[src/rtl/store_buffer.sv]
// store_buffer: in-order write buffer between a store unit and a single
// main-memory write port. Stores are queued in a circular FIFO and
// retired one per cycle whenever the memory port is free. Pending 16-bit
// loads can probe the queue for byte overlap.

`ifndef ALEN
`define ALEN 16
`endif
`ifndef XLEN
`define XLEN 16
`endif

module store_buffer #(
    parameter int DEPTH = 4
) (
    input  logic              clk,
    input  logic              rst_n,
    input  logic              st_valid,
    output logic              st_ready,
    input  logic [`ALEN-1:0]  st_addr,
    input  logic [`XLEN-1:0]  st_data,
    input  logic [1:0]        st_be,
    input  logic              drain_en,
    output logic [`ALEN-1:0]  mem_wr_addr,
    output logic [`XLEN-1:0]  mem_wr_data,
    output logic [1:0]        mem_wr_en,
    input  logic [`ALEN-1:0]  ld_addr,
    output logic              ld_hazard,
    output logic              empty
);

    localparam int AL = `ALEN;
    localparam int XL = `XLEN;
    localparam int AW = (DEPTH > 1) ? $clog2(DEPTH) : 1;
    localparam int CW = AW + 1;
    localparam logic [CW-1:0] FULL_CNT = CW'(DEPTH);

    logic [AL-1:0]  addr_q  [DEPTH];
    logic [XL-1:0]  data_q  [DEPTH];
    logic [1:0]     be_q    [DEPTH];
    logic [DEPTH-1:0] valid_q;

    logic [AW-1:0]  head;
    logic [AW-1:0]  tail;
    logic [CW-1:0]  count;

    logic           enq;
    logic           deq;
    logic [AL-1:0]  ld_next;

    // Handshake status and the push/pop decisions for this cycle.
    always_comb begin
        empty    = (count == '0);
        st_ready = (count < FULL_CNT);
        // Zero-byte-enable stores are acknowledged but never occupy a slot.
        enq      = st_valid && st_ready && (st_be != 2'b00);
        deq      = drain_en && !empty;
    end

    // Head entry presented to memory; outputs forced to zero when nothing is queued.
    always_comb begin
        mem_wr_addr = '0;
        mem_wr_data = '0;
        mem_wr_en   = 2'b00;
        if (!empty) begin
            mem_wr_addr = addr_q[head];
            mem_wr_data = data_q[head];
        end
        if (deq) begin
            mem_wr_en = be_q[head];
        end
    end

    // Byte-overlap check of the load window {ld_addr, ld_addr+1} against every queued entry.
    // The store being accepted this cycle is not yet in valid_q, so it is naturally excluded.
    always_comb begin
        logic [AL-1:0] byte_hi;
        logic          hit_lo;
        logic          hit_hi;
        ld_hazard = 1'b0;
        ld_next   = ld_addr + AL'(1);
        byte_hi   = '0;
        hit_lo    = 1'b0;
        hit_hi    = 1'b0;
        for (int i = 0; i < DEPTH; i++) begin
            byte_hi = addr_q[i] + AL'(1);
            hit_lo  = be_q[i][0] && ((addr_q[i] == ld_addr) || (addr_q[i] == ld_next));
            hit_hi  = be_q[i][1] && ((byte_hi == ld_addr) || (byte_hi == ld_next));
            if (valid_q[i] && (hit_lo || hit_hi)) begin
                ld_hazard = 1'b1;
            end
        end
    end

    // Pointer and occupancy bookkeeping; pointers wrap naturally since DEPTH is a power of two.
    always_ff @(posedge clk or negedge rst_n) begin
        if (!rst_n) begin
            head  <= '0;
            tail  <= '0;
            count <= '0;
        end else begin
            if (enq) begin
                tail <= tail + AW'(1);
            end
            if (deq) begin
                head <= head + AW'(1);
            end
            case ({enq, deq})
                2'b10:   count <= count + CW'(1);
                2'b01:   count <= count - CW'(1);
                default: count <= count;
            endcase
        end
    end

    // Entry storage: write at tail on accept, invalidate at head on retire.
    always_ff @(posedge clk or negedge rst_n) begin
        if (!rst_n) begin
            valid_q <= '0;
            for (int i = 0; i < DEPTH; i++) begin
                addr_q[i] <= '0;
                data_q[i] <= '0;
                be_q[i]   <= 2'b00;
            end
        end else begin
            // Head and tail only coincide when empty or full, where one of
            // deq/enq is already blocked, so the two writes never collide.
            if (deq) begin
                valid_q[head] <= 1'b0;
            end
            if (enq) begin
                valid_q[tail] <= 1'b1;
                addr_q[tail]  <= st_addr;
                data_q[tail]  <= st_data;
                be_q[tail]    <= st_be;
            end
        end
    end

endmodule

[config.mk]
export PLATFORM = sky130hd
export DESIGN_NAME = store_buffer
export DESIGN_NICKNAME = d
export VERILOG_FILES = /design/src/rtl/store_buffer.sv
export SDC_FILE = /design/constraint.sdc
export NUM_CORES = 1
export LEC_CHECK = 0
export CORE_MARGIN = 3
export CORE_UTILIZATION = 50
export DETAILED_ROUTE_END_ITERATION = 7
export GPL_ROUTABILITY_DRIVEN = 0
export HOLD_SLACK_MARGIN = 0.08
export PLACE_DENSITY_LB_ADDON = 0.15
export SYNTH_ARGS = -nofsm -noshare
export SYNTH_HDL_FRONTEND = slang
export SYNTH_SLANG_ARGS = --single-unit
export TNS_END_PERCENT = 50
[constraint.sdc]
create_clock -name clk -period 9.3 [get_ports clk]
set_clock_uncertainty 0.1 [all_clocks]
set_input_delay 1.86 -clock clk [delete_from_list [all_inputs] [get_ports clk]]
set_output_delay 1.86 -clock clk [all_outputs]
set_load 0.05 [all_outputs]
# ---- Yosys cells after proc, flatten, opt, wreduce, memory -nomap -nowiden
# Cells that the tools add are included.
dict set report word_totals {
  ff_bits 147
  latch_bits 0
  ramBits 0
  rom_bits 0
  mem_count 0
}
dict set report classes {
  n_addsub 9
  n_mul 0
  div 0
  order_cmp 8
  eq_ne 18
  shifts 0
  muxes 30
  bitwise_logic 5
  reduce_logical 34
}
# op count
set op_table {}
lappend op_table {{== test 16 bit} 16}
lappend op_table {{bitwise mux 64 bit} 2}
lappend op_table {{two-way mux 16 bit} 7}
lappend op_table {{adder 16 x 1 -> 16 bit, second input constant} 5}
lappend op_table {{binary-select mux 16 bit (select 2 bit)} 2}
lappend op_table {{demux 16 bit (select 2 bit)} 1}
lappend op_table {{logical AND 1 bit} 18}
lappend op_table {{logical OR 1 bit} 12}
lappend op_table {{bitwise mux 8 bit} 1}
lappend op_table {{two-way mux 2 bit} 4}
lappend op_table {{two-way mux 4 bit} 2}
lappend op_table {{>= comparator 3 bit, second input constant} 2}
lappend op_table {{less-than comparator 2 x 3 -> 1 bit, second input constant} 2}
lappend op_table {{two-way mux 1 bit} 6}
lappend op_table {{NOT 2 -> 3 bit} 2}
lappend op_table {{one-hot mux 3 bit (2 select lines)} 1}
lappend op_table {{adder 2 x 1 -> 2 bit, second input constant} 2}
lappend op_table {{bitwise AND 4 bit} 1}
lappend op_table {{binary-select mux 2 bit (select 2 bit)} 1}
lappend op_table {{demux 1 bit (select 2 bit)} 2}
lappend op_table {{demux 2 bit (select 2 bit)} 1}
lappend op_table {{>= comparator 2 x 1 -> 1 bit, second input constant} 2}
lappend op_table {{NOT 4 bit} 1}
lappend op_table {{bitwise OR 4 bit} 1}
lappend op_table {{other kinds (9)} 10}

# ---- Logic depth before layout (Yosys ltp)
dict set report depth {
  ltp_word 10
  mapped_depth 11
}

# ---- Worst setup path after synthesis
# OpenSTA, ideal clock, no wires.
dict set report synth_path {
  kind {input to output}
  startpoint {in ld_addr[0]}
  endpoint {out ld_hazard}
  arrival_ns 4.436
  setup_slack_ns 2.904
  stages 9
  path_cell_list {ha_1 nand3_1 nor4_4 xnor3_1 or3b_1 nor4_1 nand4_1 a41oi_1 a2111o_1}
}
dict set report synth_between {
  elab_chain_cells 10
  word_cells_on_any_way 45
}
# element line_no
set synth_rtl {}
lappend synth_rtl {{from (decl)} 27} ;# input logic [`ALEN-1:0] ld_addr,
lappend synth_rtl {{adder 16 x 1 -> 16 bit} 81} ;# ld_next = ld_addr + AL'(1);
lappend synth_rtl {{== test 16 bit, on equally long branches} {87, 88}}
lappend synth_rtl {{logical OR 1 bit, on equally long branches} {87, 88}}
lappend synth_rtl {{logical AND 1 bit, on equally long branches} {87, 88}}
lappend synth_rtl {{logical OR 1 bit} 89} ;# if (valid_q[i] && (hit_lo || hit_hi)) begin
lappend synth_rtl {{logical AND 1 bit} 89}
lappend synth_rtl {{two-way mux 1 bit (3 in series)} 89}
lappend synth_rtl {{two-way mux 1 bit *} 89}
lappend synth_rtl {{to (decl)} 28} ;# output logic ld_hazard,
# Every way passes the cells marked *; elsewhere a longest branch is shown, timed or not.

# ---- Worst setup path in the final report
dict set report layout_path {
  startpoint {in ld_addr[1]}
  endpoint {out ld_hazard}
}
# The elaborated chain is that of the path after synthesis.

==> flow_summary.yaml <==
cells_and_area:
  layout_commonest_cell: "xnor2_1"
  final_cell_mix: "xnor2_1 (149), dfrtp_1 (145), mux2_2 (136)"
  final_nets: 1222
  area_delta_synth_final_pct: 14.1
  antennaDiodeCount: 0
  finalCoreUtilization_pct: 58.6
  drive_gt1_share_pct: 19.4
  fill_cells: 1882
clock_tree:
  postCtsSetupRepairBufs: 0
  h-tree-depth: 4
  numClockSinks: 147
  path_clk_slew_ns: 0.07
  cts.path.max_buffers: 2
  cts_buffers: 17
  cts-root-buf: "clkbuf_16"
  cts_tree: "done"
  clk_latency_ns: 0.43
  ctsResizeCount: 0
  ctsHoldBuffers: 0
floorplanning:
  die_h_um: 156
  pin_count: 91
  core-area_um2: 22000
  start_util_pct: 51.4
  die-area_um2: 24500
  rows: 54
  die_w_um: 156
worst_setup_path:
  rrSetupSlack_ns: 6.96
  required_ns: 7.34
  worst_r2r_path_depth: 4
  worstPathCellList: "clkdlybuf4s50_1 -> ha_1 -> nand3_1 -> buf_4 -> nor4_4 -> xnor3_1 -> or3b_1 -> nor4_1 -> nand4_1 -> a41oi_1 -> a2111o_1 -> clkdlybuf4s50_1"
  worst-path-max-fanout: 12
  slowest_stage: "clkdlybuf4s50_1"
  r2r_start: "count[2]"
  crit_path_max_incr_delay_ns: 0.87
  start_kind: "input port"
  crit_path_end_kind: "output pin"
  r2r-end: "addr_q[16]"
  crit_buf_inv: 3
  cpMostUsedCell: "clkdlybuf4s50_1"
  path_delay_family: "buffers and inverters"
  critPathKind: "input port to output pin"
  worstPathArrival_ns: 6.52
synthesis:
  synth-edff-count: 0
  synth_area_um2: 11300
  async_flop_share_pct: 100
  yosysSeqAreaShare_pct: 32.5
  synth_cell_types: 68
  synth_warnings: 0
  ys_ff_latch: 147
  netlist_instances: 1109
  post_synth.cell_area_avg_um2: 10.2
  synth_top_area_share_pct: 32.5
  synth_area_leader_cell: "dfrtp_1"
  synthTopCellsByArea: "dfrtp_1 (33%), mux2_2 (14%), xnor2_1 (12%)"
  synthFlopType: "dfrtp_1"
  synth_nets: 1178
run_status:
  status: "finished clean"
global_route:
  grt_pass1_vias: 9152
  grt_max_degree: 98
  grt.total_usage_pct: 27.4
  antenna_found_initial: 0
  grt_pass1_wl_mm: 51.4
  grt-ovfl-total: 0
power:
  power_per_cell_area_nw_per_um2: 383
  ir_drop_mv: 0.255
  finalPower_mw: 4.95
  p_leak_nw: 4.91
min_path:
  hold_path.class: "flop to flop"
  min_to: "data_q[25]"
  hold_path.startpoint: "data_q[25]"
  holdPathStages: 1
detailed_routing:
  vias: 9160
  first_pass_iters: 5
  drt_iter0_markers: 642
  finalWirelength_mm: 33.1
  viasPerCell: 6.33
  postRouteAntennaNets: 0
  wl_per_cell_um: 22.9
  route.detailed.drc: 0
timing:
  period_minus_slack_ns: 8.48
  fmax_ghz: 0.118
  fin_crit_sh_pct: 91.2
  drv_slew: 0
  tns_ns: 0
  rsz0062_at_grt: "no"
  hold_viol_final: 0
  tightestPinTransition_ns: 1.06
  finalSetupViolations: 0
  slew_headroom_pct: 28.9
  fin_hold_ws_ns: 0.402
placement:
  hpwlAfterDp_mm: 24.2
  io_buffers: 90
job:
  drv_cap: 0
synth_stat cells, drive strengths merged, types with 6 or more instances:
cell,instances
dfrtp,147
nor4,32
and3,13
nor2b,35
xnor2,149
inv,20
mux2,136
mux4,34
a21oi,20
or4,8
or3,8
nand3,50
xor2,63
nor2,42
buf,22
and4,7
nor3b,6
o211ai,6
nand4,38
nand2,68
clkbuf,51
o21ai,24
a31oi,6
mux2i,6
xnor3,7
ha,14
nor3,35
power breakdown:
group | switching, mW | internal (mW) | total [mW]
clock network | 0.308 | 0.354 | 0.662
registers | 0.531 | 0.954 | 1.48
logic | 1.50 | 1.30 | 2.80
registers in the layout, summed over array words and instances, names as in the netlist:
| register | count |
|---|---|
| addr_q | 64 |
| be_q | 8 |
| count | 3 |
| data_q | 64 |
| head | 2 |
| tail | 2 |
| valid_q | 4 |
stage by stage:
stage / std cells / instance area, µm² / setup WS [ns]
final: 1446 / 12900 / 0.815
after global routing: 1446 / 12900 / 0.558
after CTS: 1446 / 12900 / 0.862
after detailed placement: 1414 / 12300 / 0.858
after global placement: 1414 / 12300 / 0.988
after floorplan: 1109 / 11300 / 2.90
area by class of cell:
class	instances	area [µm²]	share of cell area, %
Timing Repair Buffer	98	962	7.45
Clock buffer	18	429	3.32
Clock inverter	14	138	1.07
Tap cell	280	350	2.71
Sequential cell	147	3680	28.5
Multi-Input combinational cell	869	7270	56.3
Inverter	20	75.1	0.582
cells by family (layout without fill, tap and decap cells):
family / count (synthesis) / in the layout / synth area share, %
adders and majority gates: 15 / 15 / 1.73
DFF: 147 / 147 / 32.5
and+or+nand+nor: 363 / 363 / 17.9
AOI/OAI and AO/OA: 94 / 94 / 5.49
xor gates and xnor gates: 221 / 221 / 18.2
buffers and inverters: 93 / 150 / 3.30
muxes: 176 / 176 / 20.8
worst max path at each step:
| stage | startpoint | endpoint | cells past startpoint |
|---|---|---|---|
| 2_1_floorplan | ld_addr[0] | ld_hazard | 9 |
| 5_1_grt | ld_addr[1] | ld_hazard | 12 |
| 6_report | ld_addr[1] | ld_hazard | 12 |
| 3_3_place_gp | ld_addr[1] | ld_hazard | 12 |
| 3_5_place_dp | ld_addr[1] | ld_hazard | 12 |
| 4_1_cts | ld_addr[1] | ld_hazard | 12 |
routing by layer:
metal	vias up	global-route usage, %	routed length [µm]
li1	4120	-	-
met1	4589	36.7	13900
met2	357	44.2	15700
met3	94	4.01	1980
met4	0	12.8	1450
met5	-	0	0
Note: power is estimated with default switching activity, not from simulation.
